--- config.mk ---
export PLATFORM = sky130hd
export DESIGN_NAME = sat_counter
export DESIGN_NICKNAME = d
export VERILOG_FILES = /design/src/rtl/lfsr_sequence_checker_sat_counter.sv
export SDC_FILE = /design/constraint.sdc
export NUM_CORES = 1
export LEC_CHECK = 0
export ABC_AREA = 0
export CAP_MARGIN = 20
export CELL_PAD_IN_SITES_DETAIL_PLACEMENT = 1
export CELL_PAD_IN_SITES_GLOBAL_PLACEMENT = 1
export CORE_MARGIN = 4
export CORE_UTILIZATION = 38
export DETAILED_ROUTE_END_ITERATION = 6
export HOLD_SLACK_MARGIN = 0.1
export PLACE_DENSITY_LB_ADDON = 0.1
export SETUP_SLACK_MARGIN = 0.15
export SYNTH_ARGS = -nofsm -noshare
export SYNTH_HDL_FRONTEND = slang
export SYNTH_SLANG_ARGS = --single-unit
--- constraint.sdc ---
create_clock -name clk -period 3.57 [get_ports clk]
set_input_delay 0.357 -clock clk [delete_from_list [all_inputs] [get_ports clk]]
set_output_delay 0.357 -clock clk [all_outputs]
set_load 0.02 [all_outputs]
--- src/rtl/lfsr_sequence_checker_sat_counter.sv ---
// Saturating up-counter with synchronous clear (clear beats increment).
// Ports: clk, reset, inc, clr in; cnt[CNT_W] out.
module sat_counter #(
    parameter int CNT_W = 16
) (
    input  logic             clk,
    input  logic             reset,
    input  logic             inc,
    input  logic             clr,
    output logic [CNT_W-1:0] cnt
);

    logic [CNT_W-1:0] r_cnt;

    always_ff @(posedge clk) begin
        if (reset || clr)
            r_cnt <= '0;
        else if (inc && (r_cnt != {CNT_W{1'b1}}))
            r_cnt <= r_cnt + 1'b1;
    end

    assign cnt = r_cnt;

endmodule

==> summary.md, run 1 <==
| Metric | Value |
|---|---|
| Synth Flop Type | `dfxtp_1` |
| H-tree depth | `1` |
| Max VDD drop | `0.000200 V` |
| Net Count, Synth | `100` |
| Crit start category | `flip-flop` |
| Global-route usage over all layers | `0.168` |
| Setup total negative slack | `0 ns` |
| Rel. slew slack | `0.563` |
| Cells after Synth | `95` |
| Synth top area cells | `dfxtp_1, a21oi_1, a41o_1, and4_1, nand4_1` |
| Largest net degree at the start of global routing | `16` |
| Gates resized, CTS repair | `0` |
| Crit-path cells | `ha_1 > nand3_1 > o41ai_2 > o21ai_0 > a21oi_1` |
| Clk_lat worst skew | `0.28 ns` |
| Library cells used by synthesis | `30` |
| Outcome | `complete, no violations` |
| Tightest Pin Transition | `0.649 ns` |
| Synth area leader | `dfxtp_1` |
| CP Capture Type | `flip-flop` |
| Core Footprint | `0.00204 mm2` |
| Critical Path RT | `3.78 ns` |
| Vias in the first global route | `914` |
| Min-Delay Path Class | `flip-flop to flip-flop` |
| Die W | `roughly 55 um` |
| Root Buffer | `clkbuf_4` |
| Synth Area per Inst | `roughly 8.9 um2` |
| Routed vias | `859` |
| RSZ-0062 raised after global routing | `false` |
| Worst stage delay on the critical path | `0.67 ns` |
| Clock transition at path regs | `around 0.090 ns` |
| CP max-delay cell | `o41ai_2` |
| Min Tclk post-route | `roughly 1.9 ns` |
| Ant diodes | `0` |
| Flops & latches, synth | `16` |
| First-pass GRT wire length | `about 4.2 mm` |
| Final clock skew | `0.00586 ns` |
| Drt drc | `0` |
| Final hold violation count | `0` |
| Total Wirelength | `2.34 mm` |
| CTS Buf Count | `3` |
| Worst Path Max Fanout | `6` |
| Ys async rst share | `0` |
| Warnings from Yosys | `0` |
| Die area | `0.00305 mm2` |
| Total grt overflow | `0` |
| Post-DP HPWL | `~1.8 mm` |
| Critical path class | `flip-flop to flip-flop` |
| Peak Freq | `538 MHz` |
| Layout Utilization | `0.536` |
| Internal power component | `around 0.25 mW` |
| GPL Wtd Cong | `0.789` |
| Clock power frac | `0.380` |
| Share of cells above drive strength 1 | `0.0957` |
| Setup Viol. Count Final | `0` |
| EDFF count, synth | `0` |
| Clock sinks | `16` |
| # Post-CTS Setup Buffers | `0` |
| Synth top area share | `0.378` |
| NumNets Final | `121` |
| Die height | `55.2 um` |
| Register area share after synthesis | `0.378` |
| Comb pwr share | `0.049` |
| CTS tree | `yes` |
| Pins over their slew limit | `0` |
| Flop2flop setup slack | `1.71 ns` |
| Placement Rows | `16` |
| Pre-antenna DRT Iters | `4` |
| P per Cell Area | `288 mW/mm2` |
| Max_cap viols | `0` |
| Hold-fix buffers, CTS | `0` |
| Mapped cell area | `847 um2` |
| DRT antenna net count | `0` |
| Switching fraction of total power | `0.215` |
| Critical Path AT | `2.07 ns` |
| Area Growth Syn to Fin | `29.2%` |
| Port Buffers | `19` |
| Static Leakage | `0.381 nW` |
| Commonest non-fill, non-tap cells in the layout | `clkdlybuf4s50_1, dfxtp_1, a21oi_1` |
| Max reg flops | `16` |
| Clk buf depth | `2` |
| Number of antenna violations at the first check in global routing | `0` |
| Commonest non-fill, non-tap cell in the layout | `clkdlybuf4s50_1` |
| Vias per inst | `6.05` |
| Iter 0 DRT Violations | `6` |
| Net Switching | `0.0679 mW` |
| Seq pwr share | `0.571` |
| IO Pins | `20` |
| Initial Util | `0.415` |
| WL per Instance | `between 15 and 20 um` |
| Fin crit share | `0.521` |
==> power groups by stage <==
stage / Clock, mW / Sequential, mW / Combinational, mW
floorplan: 0 / 0.185 / 0.00676
global placement: 0 / 0.184 / 0.0152
finish: 0.120 / 0.180 / 0.0156
CTS: 0.125 / 0.180 / 0.0157
detailed placement: 0 / 0.184 / 0.0156
global route: 0.131 / 0.181 / 0.0175
==> area by class of cell <==
type / count / area [um2]
repair buffers: 19 / 190
well taps: 27 / 33.8
fillers: 261 / 947
inverters: 1 / 3.75
multi-input cells: 75 / 510
clock buffers: 4 / 36.3
flip-flops and latches: 16 / 320
==> cell families after synthesis <==
logic type / count (synthesis) / synth area share
AOI/OAI and AO/OA: 27 / 0.219
xor gates and xnor gates: 3 / 0.0310
adders and majority gates: 1 / 0.0148
buffers and inverters: 4 / 0.0192
DFF: 16 / 0.378
and+or+nand+nor: 44 / 0.338
==> worst paths after layout <==
kind                                            from                    to  cells past startpoint
worst max-delay path             cnt[0]$_SDFFE_PP0P_   cnt[2]$_SDFFE_PP0P_                      5
worst min-delay path            cnt[15]$_SDFFE_PP0P_  cnt[15]$_SDFFE_PP0P_                      2
worst max register to register   cnt[0]$_SDFFE_PP0P_   cnt[2]$_SDFFE_PP0P_                      5
worst min register to register  cnt[15]$_SDFFE_PP0P_  cnt[15]$_SDFFE_PP0P_                      2
==> critical path: cells and delay by family (launching register included) <==
family	cells	cell delay [ns]
AOI/OAI and AO/OA	3	1.00
DFF	1	0.42
adders and majority gates	1	0.22
and+or+nand+nor	1	0.15
==> cells in the mapped netlist, types with 2 or more instances <==
master,n
a21oi_1,9
a41o_1,4
nand4_1,5
o21ai_0,5
and4_1,4
a31oi_1,3
dfxtp_1,16
nand2_1,6
clkbuf_1,2
or4_1,3
xor2_1,2
and2_1,2
o31ai_1,3
or3_1,5
nand3_1,5
nor2_1,7
==> layer usage <==
metal | vias up | wire length (um) | global-route usage
met5 | - | 0 | 0
met4 | 0 | 10 | 0.0590
met3 | 2 | 74 | 0.0303
met2 | 12 | 1210 | 0.296
met1 | 423 | 1050 | 0.204
li1 | 422 | - | -
==> stage by stage <==
step                hold WS, ns  setup WS, ns  total power [mW]  area (um2)  std cells
floorplan                 0.517          1.81             0.192         847         95
global placement          0.494          1.62             0.200        1060        138
detailed placement        0.525          1.50             0.200        1060        138
CTS                       0.539          1.67             0.321        1090        142
global route              0.581          1.48             0.329        1090        142
finish                    0.525          1.71             0.316        1090        142
No activity file was read; power rests on OpenSTA's default activity.
==> run 2, diff against run 1 <==
--- a/config.mk
+++ b/config.mk
@@ -10,7 +10,7 @@
 export CELL_PAD_IN_SITES_DETAIL_PLACEMENT = 1
 export CELL_PAD_IN_SITES_GLOBAL_PLACEMENT = 1
 export CORE_MARGIN = 4
-export CORE_UTILIZATION = 38
+export CORE_UTILIZATION = 35
 export DETAILED_ROUTE_END_ITERATION = 6
 export HOLD_SLACK_MARGIN = 0.1
 export PLACE_DENSITY_LB_ADDON = 0.1
==> constraint.sdc (replaced) <==
create_clock -name clk -period 1.8 [get_ports clk]
set_input_delay 0.18 -clock clk [delete_from_list [all_inputs] [get_ports clk]]
set_output_delay 0.18 -clock clk [all_outputs]
set_load 0.02 [all_outputs]
==> run 2 against run 1 <==
Compared with the run above:
- core utilization increased by 1.3 points
- worst hold slack lost 0.023 ns
- global-route usage is 0.84 points lower
- combinational power grew 120%
- critical path depth grew 1
- clock skew shrank 0.0036 ns
- sequential share of layout area is 1.1 points lower
- non-clock buffer count up 10
- clock power increased by 110%
- largest cell class unchanged
- largest power group unchanged
==> summary.md, run 2 (synthesis gave the netlist of run 1 again) <==
| Metric | Value |
|---|---|
| WHS Path Cells | `2 (unchanged)` |
| GPL Wtd Cong | `0.731 (-7.4%)` |
| Share of cells above drive strength 1 | `0.336 (+0.240)` |
| Vias in the first global route | `875 (-4.3%)` |
| Port Buffers | `19 (unchanged)` |
| Min Tclk post-route | `1.61 ns (-0.253 ns)` |
| Commonest non-fill, non-tap cell in the layout | `clkdlybuf4s50_1` |
| Rel. slew slack | `0.769 (+0.205)` |
| H-tree depth | `1 (unchanged)` |
| Iter 0 DRT Violations | `4 (-2)` |
| Pins over their slew limit | `0 (unchanged)` |
| Layout fillers | `274 (+5.0%)` |
| Placement Rows | `17 (+1)` |
| Min-Delay Path Class | `flip-flop to flip-flop` |
| Critical path class | `flip-flop to flip-flop` |
| Die height | `57.2 um (+3.6%)` |
| Drt drc | `0 (unchanged)` |
| Routed vias | `882 (+2.7%)` |
| Cell family with most CP delay | `simple AND/OR/NAND/NOR gates` |
| Peak Freq | `622 MHz (+16%)` |
| Max reg flops | `16 (unchanged)` |
| Setup Viol. Count Final | `0 (unchanged)` |
| First-pass GRT wire length | `4.16 mm (-2.0%)` |
| Number of antenna violations at the first check in global routing | `0 (unchanged)` |
| GRT met2 Usage | `0.263 (-0.0330)` |
| Commonest non-fill, non-tap cells in the layout | `clkdlybuf4s50_1, dfxtp_2, buf_4` |
| CTS Buf Count | `3 (unchanged)` |
| Total grt overflow | `0 (unchanged)` |
| Clock transition at path regs | `0.10 ns (about the same)` |
| RSZ-0062 raised after global routing | `true` |
| Vias per inst | `5.76 (-4.7%)` |
| Worst stage delay on the critical path | `0.47 ns (-0.20 ns)` |
| Met1 Track Usage GR | `0.204 (+0.000432)` |
| Gr busiest metal | `met2` |
| Total Wirelength | `2.46 mm (+4.8%)` |
| Worst path bufs/invs | `2 (+2)` |
| Non-filler cells, final | `153 (+7.7%)` |
| Die area | `0.00327 mm2 (+7.3%)` |
| CP Capture Type | `flip-flop` |
| Global-route usage over all layers | `0.160 (-0.00844)` |
| NumNets Final | `131 (+8.3%)` |
| R2r worst-path depth | `6 (+1)` |
| DP Cell Count | `146 (+5.8%)` |
| Crit. path cell count | `6 (+1)` |
| Ant diodes | `0 (unchanged)` |
| Layout Utilization | `0.549 (+0.0127)` |
| Outcome | `complete, no violations` |
| Final Cell Area | `0.00124 mm2 (+13%)` |
| CTS tree | `yes` |
| Final hold violation count | `0 (unchanged)` |
| CP dominant cell by count | `buf_4` |
| Worst Path Max Fanout | `8 (+2)` |
| Final clock skew | `0.00230 ns (-0.00356 ns)` |
| Max VDD drop | `0.000446 V (+120%)` |
| Clk_lat worst skew | `0.30 ns (+0.02 ns)` |
| Clk buf depth | `2 (unchanged)` |
| Critical Path RT | `2.03 ns (-1.75 ns)` |
| Clock sinks | `16 (unchanged)` |
| Static Leakage | `0.440 nW (+15%)` |
| Setup total negative slack | `0 ns (unchanged)` |
| Max_cap viols | `0 (unchanged)` |
| Pre-antenna DRT Iters | `2 (-2)` |
| Final worst slack | `0.193 ns (-1.52 ns)` |
| DRT antenna net count | `0 (unchanged)` |
| Pre-CTS WS | `0.118 ns (-1.39 ns)` |
| P per Cell Area | `517 mW/mm2 (+79%)` |
| Fin crit share | `0.893 (+0.372)` |
| Largest net degree at the start of global routing | `16 (unchanged)` |
| Tightest Pin Transition | `0.346 ns (-0.304 ns)` |
| WL per Instance | `16.1 um (-2.7%)` |
| CP max-delay cell | `or4_1` |
| Initial Util | `0.376 (-0.0391)` |
| Post-DP HPWL | `1.73 mm (-2.6%)` |
| Die W | `57.2 um (+3.6%)` |
| Crit-path cells | `nand4_1 > buf_4 > nor4_2 > buf_4 > or4_1 > a21oi_1` |
| Placed inst area | `0.00112 mm2 (+5.6%)` |
| GR Layer Usage met3 | `0.0566 (+0.0263)` |
| Critical Path AT | `1.84 ns (-0.23 ns)` |
| Core Footprint | `0.00225 mm2 (+10%)` |
| Area Growth Syn to Fin | `46.1%` |
| Crit start category | `flip-flop` |
| Root Buffer | `clkbuf_4` |
| IO Pins | `20 (unchanged)` |
[run 2: cell count changes in the layout (fill, tap and decap cells not counted), sizes merged]
cell | previous run | this run
buf | 0 | 10
[run 2: worst reg2reg max path, cell delays in order (launching register included)]
cell and delay [ns]:
dfxtp_4 0.38, nand4_1 0.20, buf_4 0.15, nor4_2 0.04, buf_4 0.16, or4_1 0.47
a21oi_1 0.14
[run 2: what timing repair did]
action,4_1_cts,5_1_grt
endpoints found under the setup margin,5,15
pin swaps,1,8
hold buffers,0,0
buffers inserted,0,3
resized for setup,3,20
[run 2: layer usage]
metal  up-vias  routed length [um]
met2        13                1210
met3         2                  93
met5         -                   0
li1        432                   -
met4         0                  14
met1       435                1140
[run 2: worst paths after layout]
check	slack (ns)	endpoint	from
max	0.19	cnt[11]$_SDFFE_PP0P_	cnt[12]$_SDFFE_PP0P_
min	0.50	cnt[1]$_SDFFE_PP0P_	cnt[1]$_SDFFE_PP0P_
max reg2reg	0.19	cnt[11]$_SDFFE_PP0P_	cnt[12]$_SDFFE_PP0P_
min reg2reg	0.50	cnt[1]$_SDFFE_PP0P_	cnt[1]$_SDFFE_PP0P_
[run 2: where the power goes]
part	switching [mW]	internal [mW]	leakage, nW
logic	0.0184	0.0164	0.282
clock network	0.128	0.123	0.0210
registers	0.00286	0.350	0.137
[run 2: cell type report]
| cell class | count | area (um2) | share of cell area |
|---|---|---|---|
| clock buffer | 4 | 36.3 | 0.0293 |
| inverter | 1 | 3.75 | 0.00303 |
| multi-input combinational | 75 | 549 | 0.444 |
| sequential | 16 | 348 | 0.281 |
| tap | 28 | 35.0 | 0.0283 |
| timing repair buffer | 29 | 265 | 0.214 |
[run 2: per-stage QoR]
| stage | power (mW) | hold slack, ns |
|---|---|---|
| 2_1_floorplan | 0.380 | 0.332 |
| 6_report | 0.639 | 0.502 |
| 3_5_place_dp | 0.399 | 0.473 |
| 3_3_place_gp | 0.399 | 0.474 |
| 4_1_cts | 0.653 | 0.490 |
| 5_1_grt | 0.669 | 0.550 |
